<file path="config.mk">
export PLATFORM = sky130hd
export DESIGN_NAME = gray_seqgen_flat
export DESIGN_NICKNAME = d
export VERILOG_FILES = /design/src/rtl/gray_seqgen_pkg.sv /design/src/rtl/gray_seqgen_if.sv /design/src/rtl/gray_seqgen_gray_to_bin.sv /design/src/rtl/gray_seqgen.sv /design/src/flat_wrapper.sv
export SDC_FILE = /design/constraint.sdc
export NUM_CORES = 1
export LEC_CHECK = 0
export BUFFER_PORTS_ARGS = -buffer_cell sky130_fd_sc_hd__buf_2
export CAP_MARGIN = 25
export CORE_MARGIN = 5
export CORE_UTILIZATION = 48
export CTS_BUF_LIST = sky130_fd_sc_hd__clkbuf_4 sky130_fd_sc_hd__clkbuf_8
export DETAILED_ROUTE_END_ITERATION = 10
export GPL_TIMING_DRIVEN = 0
export PLACE_DENSITY = 0.74
export SYNTH_ARGS = -nofsm -noshare
export SYNTH_HDL_FRONTEND = slang
export SYNTH_SLANG_ARGS = --single-unit
</file>
<file path="constraint.sdc">
create_clock -name clk -period 1.8 [get_ports clk]
set_clock_uncertainty 0.2 [all_clocks]
set_input_delay 0.18 -clock clk [delete_from_list [all_inputs] [get_ports clk]]
set_output_delay 0.18 -clock clk [all_outputs]
set_load 0.01 [all_outputs]
</file>
<file path="src/rtl/gray_seqgen_pkg.sv">
// Shared definitions for the Gray sequence generator: step classification
// and the width-generic binary-to-Gray encode.
package gray_pkg;

  localparam int GRAY_MAX_W = 32;

  typedef enum logic [1:0] {
    STEP_HOLD,
    STEP_LOAD,
    STEP_INC,
    STEP_DEC
  } step_e;

  // Callers zero-extend to GRAY_MAX_W and truncate back to their own width;
  // the low bits of the result are the Gray code of the narrower value.
  function automatic logic [GRAY_MAX_W-1:0] bin_to_gray(input logic [GRAY_MAX_W-1:0] b);
    return b ^ (b >> 1);
  endfunction

endpackage

</file>
<file path="src/rtl/gray_seqgen_if.sv">
// Control/load inputs and registered Gray/binary/wrap outputs of gray_seqgen.
interface gray_seqgen_if #(
  parameter int WIDTH = 4
);
  logic             en;
  logic             up;
  logic             sat;
  logic             load;
  logic [WIDTH-1:0] load_val;
  logic [WIDTH-1:0] out;
  logic [WIDTH-1:0] bin;
  logic             wrap;

  modport master (
    output en, up, sat, load, load_val,
    input  out, bin, wrap
  );

  modport slave (
    input  en, up, sat, load, load_val,
    output out, bin, wrap
  );
endinterface

</file>
<file path="src/rtl/gray_seqgen_gray_to_bin.sv">
// Purely combinational reflected-Gray to binary decode.
module gray_to_bin #(
  parameter int WIDTH = 4
) (
  input  logic [WIDTH-1:0] g_i,
  output logic [WIDTH-1:0] b_o
);

  // Each binary bit is the running XOR of the Gray bits from the MSB down.
  function automatic logic [WIDTH-1:0] decode(input logic [WIDTH-1:0] g);
    logic [WIDTH-1:0] b;
    b[WIDTH-1] = g[WIDTH-1];
    for (int i = WIDTH - 2; i >= 0; i--) begin
      b[i] = b[i+1] ^ g[i];
    end
    return b;
  endfunction

  assign b_o = decode(g_i);

endmodule

</file>
<file path="src/rtl/gray_seqgen.sv">
// Reflected-Gray sequence generator: binary index register with up/down,
// wrap/saturate, Gray load, and registered Gray, binary and wrap outputs.
module gray_seqgen
  import gray_pkg::*;
#(
  parameter int WIDTH = 4
) (
  input  logic         clk,
  input  logic         reset,
  gray_seqgen_if.slave bus
);

  localparam logic [WIDTH-1:0] MAX_IDX = '1;

  logic [WIDTH-1:0] b_q, b_d;
  logic [WIDTH-1:0] gray_q, gray_d;
  logic             wrap_q, wrap_d;
  logic [WIDTH-1:0] load_bin;
  step_e            step;

  gray_to_bin #(.WIDTH(WIDTH)) u_load_dec (
    .g_i (bus.load_val),
    .b_o (load_bin)
  );

  always_comb begin
    step = STEP_HOLD;
    if (bus.load) begin
      step = STEP_LOAD;
    end else if (bus.en) begin
      step = bus.up ? STEP_INC : STEP_DEC;
    end
  end

  // Counting happens on the binary index only; Gray is re-encoded from it.
  always_comb begin
    b_d    = b_q;
    wrap_d = 1'b0;
    unique case (step)
      STEP_LOAD: b_d = load_bin;
      STEP_INC: begin
        if (b_q != MAX_IDX) begin
          b_d = b_q + WIDTH'(1);
        end else if (!bus.sat) begin
          b_d    = '0;
          wrap_d = 1'b1;
        end
      end
      STEP_DEC: begin
        if (b_q != '0) begin
          b_d = b_q - WIDTH'(1);
        end else if (!bus.sat) begin
          b_d    = MAX_IDX;
          wrap_d = 1'b1;
        end
      end
      default: ;
    endcase
  end

  assign gray_d = WIDTH'(bin_to_gray(GRAY_MAX_W'(b_d)));

  always_ff @(posedge clk or negedge reset) begin
    if (!reset) begin
      b_q    <= '0;
      gray_q <= '0;
      wrap_q <= 1'b0;
    end else begin
      b_q    <= b_d;
      gray_q <= gray_d;
      wrap_q <= wrap_d;
    end
  end

  assign bus.out  = gray_q;
  assign bus.bin  = b_q;
  assign bus.wrap = wrap_q;

endmodule

</file>
<file path="src/flat_wrapper.sv">
// flat-port wrapper written by rule: the top's interface ports become plain ports
module gray_seqgen_flat import gray_pkg::*;
#(
  parameter int WIDTH = 4
)
  (clk, reset, bus_en, bus_up, bus_sat, bus_load, bus_load_val, bus_out, bus_bin, bus_wrap);
  gray_seqgen_if #(.WIDTH(WIDTH)) bus_i ();
  input  logic clk;
  input  logic reset;
  input wire logic [$bits(bus_i.en)-1:0] bus_en;
  input wire logic [$bits(bus_i.up)-1:0] bus_up;
  input wire logic [$bits(bus_i.sat)-1:0] bus_sat;
  input wire logic [$bits(bus_i.load)-1:0] bus_load;
  input wire logic [$bits(bus_i.load_val)-1:0] bus_load_val;
  output wire logic [$bits(bus_i.out)-1:0] bus_out;
  output wire logic [$bits(bus_i.bin)-1:0] bus_bin;
  output wire logic [$bits(bus_i.wrap)-1:0] bus_wrap;
  assign bus_i.en = bus_en;
  assign bus_i.up = bus_up;
  assign bus_i.sat = bus_sat;
  assign bus_i.load = bus_load;
  assign bus_i.load_val = bus_load_val;
  assign bus_out = bus_i.out;
  assign bus_bin = bus_i.bin;
  assign bus_wrap = bus_i.wrap;
  gray_seqgen #(.WIDTH(WIDTH)) u_core (.clk(clk), .reset(reset), .bus(bus_i));
endmodule
</file>
; Yosys cells after proc, flatten, opt, wreduce, memory -nomap -nowiden
; Cells that the tools add are included.
[totals]
register_bits = 9
inputBits = 10
out_inout_bits = 9
[op_classes]
bitwise_logic = 4
reduce_logical = 1
muxes = 12
n_eq_ne = 4
n_addsub = 2
[op_table]
columns = cell, count
row1 = $mux 4, 4
row2 = $pmux 4 s3, 1
row3 = $add 4x1->4 const B, 1
row4 = $eq 2x2->1 const B, 2
row5 = $mux 1, 4
row6 = $mux 2, 2
row7 = $ne 4x4->1 const B, 1
row8 = $reduce_bool 4->1, 1
row9 = $sub 4x1->4 const B, 1
row10 = $xor 4x3->4, 1
row11 = $xor 1x1->1, 3
row12 = $eq 2x1->1 const B, 1
row13 = $pmux 1 s2, 1

; Longest topological paths before layout
; Gate-level depths: netlist of the first run.
[depth]
word_depth = 6
ltp_mapped = 7

; Modules after synthesis
; A second synthesis of the first run with hierarchy kept.
[unflattened]
hier_cells = 76
area_unflattened_um2 = 711.9
[modules_own_cells]
columns = mod, area_each_um2, n_inst, cells_each, seq_area_each_um2
row1 = gray_seqgen, 661.9, 1, 71, 200.2
row2 = gray_to_bin, 50.0, 1, 5, 0.0

; Worst setup path before layout of the first run
; OpenSTA, ideal clock, no wires.
[synth_path]
kind = reg2reg
start = register u_core.b_q[0], in the netlist u_core.bus.bin[0]
end = register u_core.gray_q[1], in the netlist u_core.bus.out[1]
path_slack_ps = -238
arrival_time_ps = 1707
required_time_ps = 1470
path_stages_with_launch = 8
synth_period_minus_slack_ps = 2038
cell_sequence = dfrtp_1 -> inv_1 -> ha_1 -> and2b_1 -> nor3b_1 -> a2111oi_2 -> o31a_2 -> xnor2_1
[synth_via]
elab_chain_cells = 4
word_cells_on_any_way = 8
classes_between = add/sub: 2 / eq/ne: 1 / mux: 3 / bitwise: 1 / reduce/logical: 1
[synth_lines]
columns = element, line_no
row1 = "start, declared", gray_seqgen.sv:15  ; logic [WIDTH-1:0] b_q, b_d;
row2 = "start signal, assigned", gray_seqgen.sv:65  ; b_q <= '0;
row3 = "start signal, assigned", gray_seqgen.sv:69  ; b_q <= b_d;
row4 = "$sub 4x1->4, or another cell as far along", gray_seqgen.sv:51  ; b_d = b_q - WIDTH'(1);
row5 = "$mux 4, on equally long branches", "gray_seqgen.sv:50, gray_seqgen.sv:42"
row6 = $pmux 4 s3 (*), gray_seqgen.sv:39  ; unique case (step)
row7 = via u_core.b_d[2], gray_seqgen.sv:15
row8 = $xor 4x3->4 (*), gray_seqgen_pkg.sv:17  ; return b ^ (b >> 1);
row9 = via u_core.gray_d[1], gray_seqgen.sv:16  ; logic [WIDTH-1:0] gray_q, gray_d;
row10 = "end signal, assigned", gray_seqgen.sv:70  ; gray_q <= gray_d;
row11 = "end, declared", gray_seqgen.sv:16
; The timed path passes the listed nets; every way through them passes the cells marked *.

; Worst setup path after layout of the first run
; Ends and elaborated chain as after synthesis.

==> results of run 1 <==
flip-flops by register name (all words and copies together) (netlist names):
name and flops:
u_core.bus.wrap 1, u_core.bus.bin 4, u_core.bus.out 3
Yosys cell counts (2+ instances only):
master    n  share of area (%)
nor2b_1   2                1.7
a31oi_1   2                1.7
o211ai_1  2                2.0
o21ai_0   5                3.3
nor2_1    6                3.0
buf_6     4                6.0
xnor2_1   4                4.7
nand2b_1  3                2.5
nor3_1    2                1.3
o31ai_1   4                4.0
dfrtp_1   8                 27
mux2i_1   2                2.7
nand4_1   3                2.5
a21oi_1   2                1.3
nand2_1   3                1.5
ha_1      2                3.3
nand3_1   4                2.7
inv_1     7                3.5
final cells by class:
type | instances | share of cell area, %
flip-flops and latches | 8 | 19.8
well taps | 16 | 1.95
repair buffers | 23 | 12.7
clock buffers | 4 | 2.92
inverters | 8 | 2.92
plain buffers | 5 | 5.47
multi-input cells | 63 | 54.3
logic make-up (layout without fill, tap and decap cells):
family          count (synthesis)  after routing  share of synthesized area, %
compound gates                 23             23                          24.5
xor+xnor                        5              5                          6.87
fa+ha+maj                       2              2                          3.35
buf+inv                        13             40                          11.1
flops                           8              8                          26.8
mux                             2              2                          2.68
simple gates                   31             31                          24.8
power groups by stage:
stage               sequential (mW)  clock (mW)  combinational, mW
CTS                           0.246       0.167              0.404
global route                  0.251       0.186              0.503
detailed placement            0.253           0              0.363
floorplan                     0.269           0              0.242
global placement              0.252           0              0.357
finish                        0.248       0.162              0.461
routing by layer:
metal / vias up / wire length, um / track usage, % / part of all wire (%)
met5: - / 0 / 0 / 0
met4: 0 / 0 / 5.24 / 0
li1: 364 / - / - / -
met2: 37 / 967 / 28.1 / 50
met3: 0 / 148 / 4.82 / 7.7
met1: 351 / 799 / 20.9 / 42
worst min path at each step:
stage,startpoint,end,slack [ns],cells past startpoint
2_1_floorplan,reset,u_core.bus.bin[0]$_DFF_PN0_,-0.32,0
3_3_place_gp,reset,u_core.bus.out[0]$_DFF_PN0_,-0.18,1
3_5_place_dp,reset,u_core.bus.out[0]$_DFF_PN0_,-0.17,1
4_1_cts,bus_sat,u_core.bus.wrap$_DFF_PN0_,0.01,2
5_1_grt,bus_sat,u_core.bus.wrap$_DFF_PN0_,0.01,2
6_report,bus_sat,u_core.bus.wrap$_DFF_PN0_,0.03,2
through the flow:
step	setup slack, ns	power [mW]	setup TNS [ns]	hold slack [ns]	instances
finish	-0.103	0.870	-0.118	0.0343	127
global route	-0.169	0.940	-0.443	0.0140	127
CTS	-0.0702	0.817	-0.0812	0.0149	125
detailed placement	-0.143	0.616	-0.423	-0.175	118
global placement	-0.114	0.609	-0.320	-0.180	118
floorplan	0.00306	0.511	0	-0.316	84
critical path, cell delays in order (launching register included):
cell and delay [ns]:
dfrtp_2 0.40, inv_2 0.06, ha_4 0.17, and2b_1 0.16
nor3b_2 0.25, a2111oi_4 0.06, o31a_2 0.33, xnor2_2 0.14
timing repair:
| item | 4_1_cts | 5_1_grt |
|---|---|---|
| pin swaps | 3 | 3 |
| buffers inserted | 2 | 2 |
| gates resized for setup | 7 | 9 |
| endpoints found under the hold margin | 8 | 0 |
| hold buffers | 1 | 0 |
| setup endpoints to repair | 5 | 6 |
==> summary.txt, run 1 <==
STA
  – F_max: 526 MHz
  – Final setup fails: 3
  – Clock period minus worst slack: 1.90 ns
  – RSZ-0062 raised after global routing: yes
  – Slew @ Worst Pin: 0.317 ns
  – Fin worst setup slack: -0.103 ns
  – Slew Limit Fails: 0
  – Final hold viol count: 0
  – Fin crit share: 106%
  – Slew HR: 78.8%

CTS
  – CTS clk-pin slew, worst paths: 0.06 ns
  – CTS tree: built
  – Root Buffer Master: clkbuf_4
  – Num CTS Buffers: 3
  – CTS H-tree lvls: 1
  – Clock Path Buffers: 2
  – Worst skew pair latency: 0.25 ns
  – Num Clock Sinks: 8

Die
  – Initial Utilization: between 50 and 60%
  – Die ar.: 0.00245 mm^2
  – Chip width: 49.5 um
  – Core Region: 0.00149 mm^2
  – Row count: 14
  – I/O pin cnt: 19
  – Die Ht: a little under 50 um

Critical path
  – Crit path kind: register to register
  – Worst reg2reg startpoint: u_core.bus.bin[0]$_DFF_PN0_
  – Reg-to-reg slack, setup: -0.10 ns
  – Reg2reg end: u_core.bus.out[1]$_DFF_PN0_
  – Worst setup path end: u_core.bus.out[1]$_DFF_PN0_
  – Startpoint Class: register
  – Critical Path AT: approximately 1.8 ns
  – Crit path max fanout: 6
  – CP startpoint: u_core.bus.bin[0]$_DFF_PN0_
  – CP endpoint kind: register
  – Worst EP required: approximately 1.7 ns
  – FF-to-FF path depth: 7

GRT
  – First-pass GRT wire length: approximately 3300 um
  – Gr usage total: 16.9%
  – Largest net degree at the start of global routing: 11
  – Number of global-route vias before repair: 774
  – Total grt overflow: 0
  – Initial antenna violation count: 0

Placement
  – Post-DP HPWL: 1360 um
  – I/O Buffers: 18
  – Dpl cell area: 880 um^2
  – GPL Wtd Cong: 0.868

Synthesis
  – Async set or reset register ratio after synthesis: 100%
  – Syn nets: 96
  – Post-Syn Area per Cell: 8.89 um^2
  – Gate count after technology mapping: 84
  – Netlist Area Pre-Place: about 750 um^2
  – EDFF count, synth: 0
  – Number of distinct library cells after synthesis: 37
  – Yosys warnings: 0
  – Seq/Total Area, Yosys: between 20 and 30%
  – Synth Flop Type: dfrtp_1
  – #FFs+latches synth: 8

Detailed routing
  – DR iter-0 viols: 44
  – DRC Markers: 0
  – DRT antenna net count: 0
  – Detailed-route vias per instance: ~5.9
  – Vias: 752
  – Final wirelength: 1920 um
  – DR WL/cell: 15.1 um
  – 1st-pass router iterations: 4

Final layout
  – Synth-to-layout area growth: 37.7%
  – Inserted Diodes: 0
  – Final core occ: 69.1%
  – Register Area: 204 um^2
  – Finished Cell Area: between 0.001 and 0.0015 mm^2
  – Share of cells above drive strength 1: 49.5%
  – Fin nets: approximately 120
  – Filler cell count: roughly 130
  – Commonest non-fill, non-tap cell in the layout: buf_2
  – Area of the multi-input gates: 558 um^2
  – Most frequent cells in the layout: buf_2 (18), inv_1 (5), nor2_1 (5), buf_4 (5), dfrtp_1 (5)

Pwr
  – Gate power share: 52.9%
  – Switch Pwr: 330 uW
  – Sequential power share: 28.5%
  – Peak VDD IR: 0.000871 V
  – Clk pwr share: about a fifth
  – P_int: 541 uW
  – LEAKAGE: 0.453 nW
  – Sw Ratio: between 30% and 40%
  – Pwr dens: 846 mW/mm^2

Hold path
  – Hold/Removal Path Class: primary input to register

Outcome
  – Failing checks: setup timing
  – Status: complete, but fails checks

Run
  – Max cap viols: 0
No activity file was read; power rests on OpenSTA's default activity.
==> run 2, diff against run 1 <==
- CORE_UTILIZATION: 48 -> 50
- CTS_BUF_LIST: sky130_fd_sc_hd__clkbuf_4 sky130_fd_sc_hd__clkbuf_8 -> sky130_fd_sc_hd__clkbuf_4
- clock period: 1.8 -> 1.97 ns (I/O delays scaled with it)
==> run 2 against run 1 <==
  * The run now ends clean
  * Non-clock buffer count fell by 1
  * Count of clock-buffer cells in the layout did not move
  * Final cell count fell by 0.79%
  * Hold slack improved by 0.0021 ns
  * Core utilization fell by 2.3 points
  * Clock power fell by 9.9%
  * Highest routed layer is now met4
==> summary.txt, run 2 (synthesized netlist as in run 1, its figures left out) <==
Outcome
  – Status: complete, no violations

STA
  – Slew HR: 76.9%
  – Final hold viol count: 0
  – RSZ-0062 raised after global routing: yes
  – Final setup fails: 0
  – Clock period minus worst slack: 1.91 ns
  – Slew @ Worst Pin: 0.346 ns
  – Fin worst setup slack: 0.0589 ns
  – Slew Limit Fails: 0
  – Fin crit share: around 97%
  – F_max: 523 MHz

Die
  – Row count: 14
  – Initial Utilization: 51.4%
  – Core Region: 0.00145 mm^2
  – Die ar.: about 0.0024 mm^2
  – Die Ht: 48.7 um
  – Chip width: 48.7 um
  – I/O pin cnt: 19

Detailed routing
  – Vias: 733
  – Detailed-route vias per instance: 5.82
  – DR iter-0 viols: 26
  – 1st-pass router iterations: 4
  – DRT antenna net count: 0
  – DRC Markers: 0
  – DR WL/cell: 14.1 um
  – Final wirelength: 1770 um

Placement
  – Post-DP HPWL: 1280 um
  – GPL Wtd Cong: 0.871
  – Pre-CTS WS: -0.0932 ns
  – I/O Buffers: 18

Pwr
  – LEAKAGE: 0.431 nW
  – Peak VDD IR: 0.000472 V
  – Pwr dens: 770 mW/mm^2
  – Pwr Total: 748 uW

Final layout
  – Max reg flops: 4
  – Commonest non-fill, non-tap cell in the layout: buf_2
  – Most frequent cells in the layout: buf_2 (18), nor2_1 (6), dfrtp_1 (6), inv_1 (5)
  – Inserted Diodes: 0
  – Filler cell count: 123
  – Fin nets: 123
  – Share of cells above drive strength 1: 43.6%
  – Synth-to-layout area growth: 30.0%

Critical path
  – Startpoint Class: register
  – Worst EP required: 1.90 ns
  – Crit path kind: register to register
  – Crit path max fanout: 7
  – Critical Path AT: 1.84 ns
  – CP endpoint kind: register

Hold path
  – Hold/Removal Path Class: primary input to register

CTS
  – CTS clk-pin slew, worst paths: around 0.060 ns
  – Num CTS Buffers: 3
  – Worst skew pair latency: 0.25 ns
  – Num Clock Sinks: 8
  – Clock Path Buffers: 2
  – CTS H-tree lvls: 1
  – CTS tree: built
  – Root Buffer Master: clkbuf_4

GRT
  – Initial antenna violation count: 0
  – Largest net degree at the start of global routing: 11
  – Gr usage total: 16.2%
  – First-pass GRT wire length: 3080 um
  – Number of global-route vias before repair: between 600 and 700
  – Total grt overflow: 0

Run
  – Max cap viols: 0
-- run 2: report_power, final --
part	switching, mW	internal, mW	total [mW]	leakage [nW]
logic	0.194	0.181	0.375	0.320
clock network	0.0546	0.0911	0.146	0.0184
registers	0.0275	0.199	0.227	0.0926
-- run 2: area by class of cell --
type	count	area, um^2	area share, %
multi-input cells	63	513	52.8
repair buffers	22	123	12.6
well taps	16	20.0	2.06
inverters	8	30.0	3.09
plain buffers	5	52.6	5.41
clock buffers	4	30.0	3.09
flip-flops and latches	8	203	20.9
-- run 2: layer usage --
layer / vias to the layer above / global-route usage (%) / routed length, um
li1: 360 / - / -
met1: 337 / 22.0 / 778
met2: 34 / 23.3 / 832
met3: 2 / 5.52 / 148
met4: 0 / 6.28 / 14
met5: - / 0 / 0
-- run 2: repair_timing --
| action | CTS | global route |
|---|---|---|
| setup buffers | 0 | 3 |
| hold endpoints to repair | 8 | 0 |
| hold buffers | 1 | 0 |
| pin swaps | 1 | 4 |
| setup endpoints to repair | 3 | 4 |
| resized for setup | 3 | 7 |
-- run 2: through the flow --
step	hold WS (ns)	util (%)	TNS (ns)	area [um^2]	instances
final	0.0364	66.8	0	971	126
after global routing	0.0278	66.8	-0.0260	971	126
after CTS	0.0147	63.3	0	920	123
after detailed placement	-0.155	59.5	-0.129	865	118
after global placement	-0.164	59.5	-0.127	865	118
after floorplan	-0.299	-	0	754	84
-- run 2: worst max-delay path, cell delays in order (launching register included) --
cell       delay (ns)
dfrtp_2          0.43
inv_2            0.07
ha_4             0.18
and2b_1          0.16
nor3b_2          0.25
a2111oi_4        0.06
o31a_2           0.31
xnor2_1          0.13
-- run 2: path summary, 6_finish.rpt --
check | startpoint | end | slack (ns) | cells after the start
min reg2reg | u_core.bus.bin[0]$_DFF_PN0_ | u_core.bus.bin[0]$_DFF_PN0_ | 0.52 | 2
max in group asynchronous | reset | u_core.bus.bin[1]$_DFF_PN0_ | 1.29 | 2
min | bus_sat | u_core.bus.wrap$_DFF_PN0_ | 0.04 | 2
max | u_core.bus.bin[0]$_DFF_PN0_ | u_core.bus.out[1]$_DFF_PN0_ | 0.06 | 7
max reg2reg | u_core.bus.bin[0]$_DFF_PN0_ | u_core.bus.out[1]$_DFF_PN0_ | 0.06 | 7
min in group asynchronous | reset | u_core.bus.out[2]$_DFF_PN0_ | 0.11 | 2
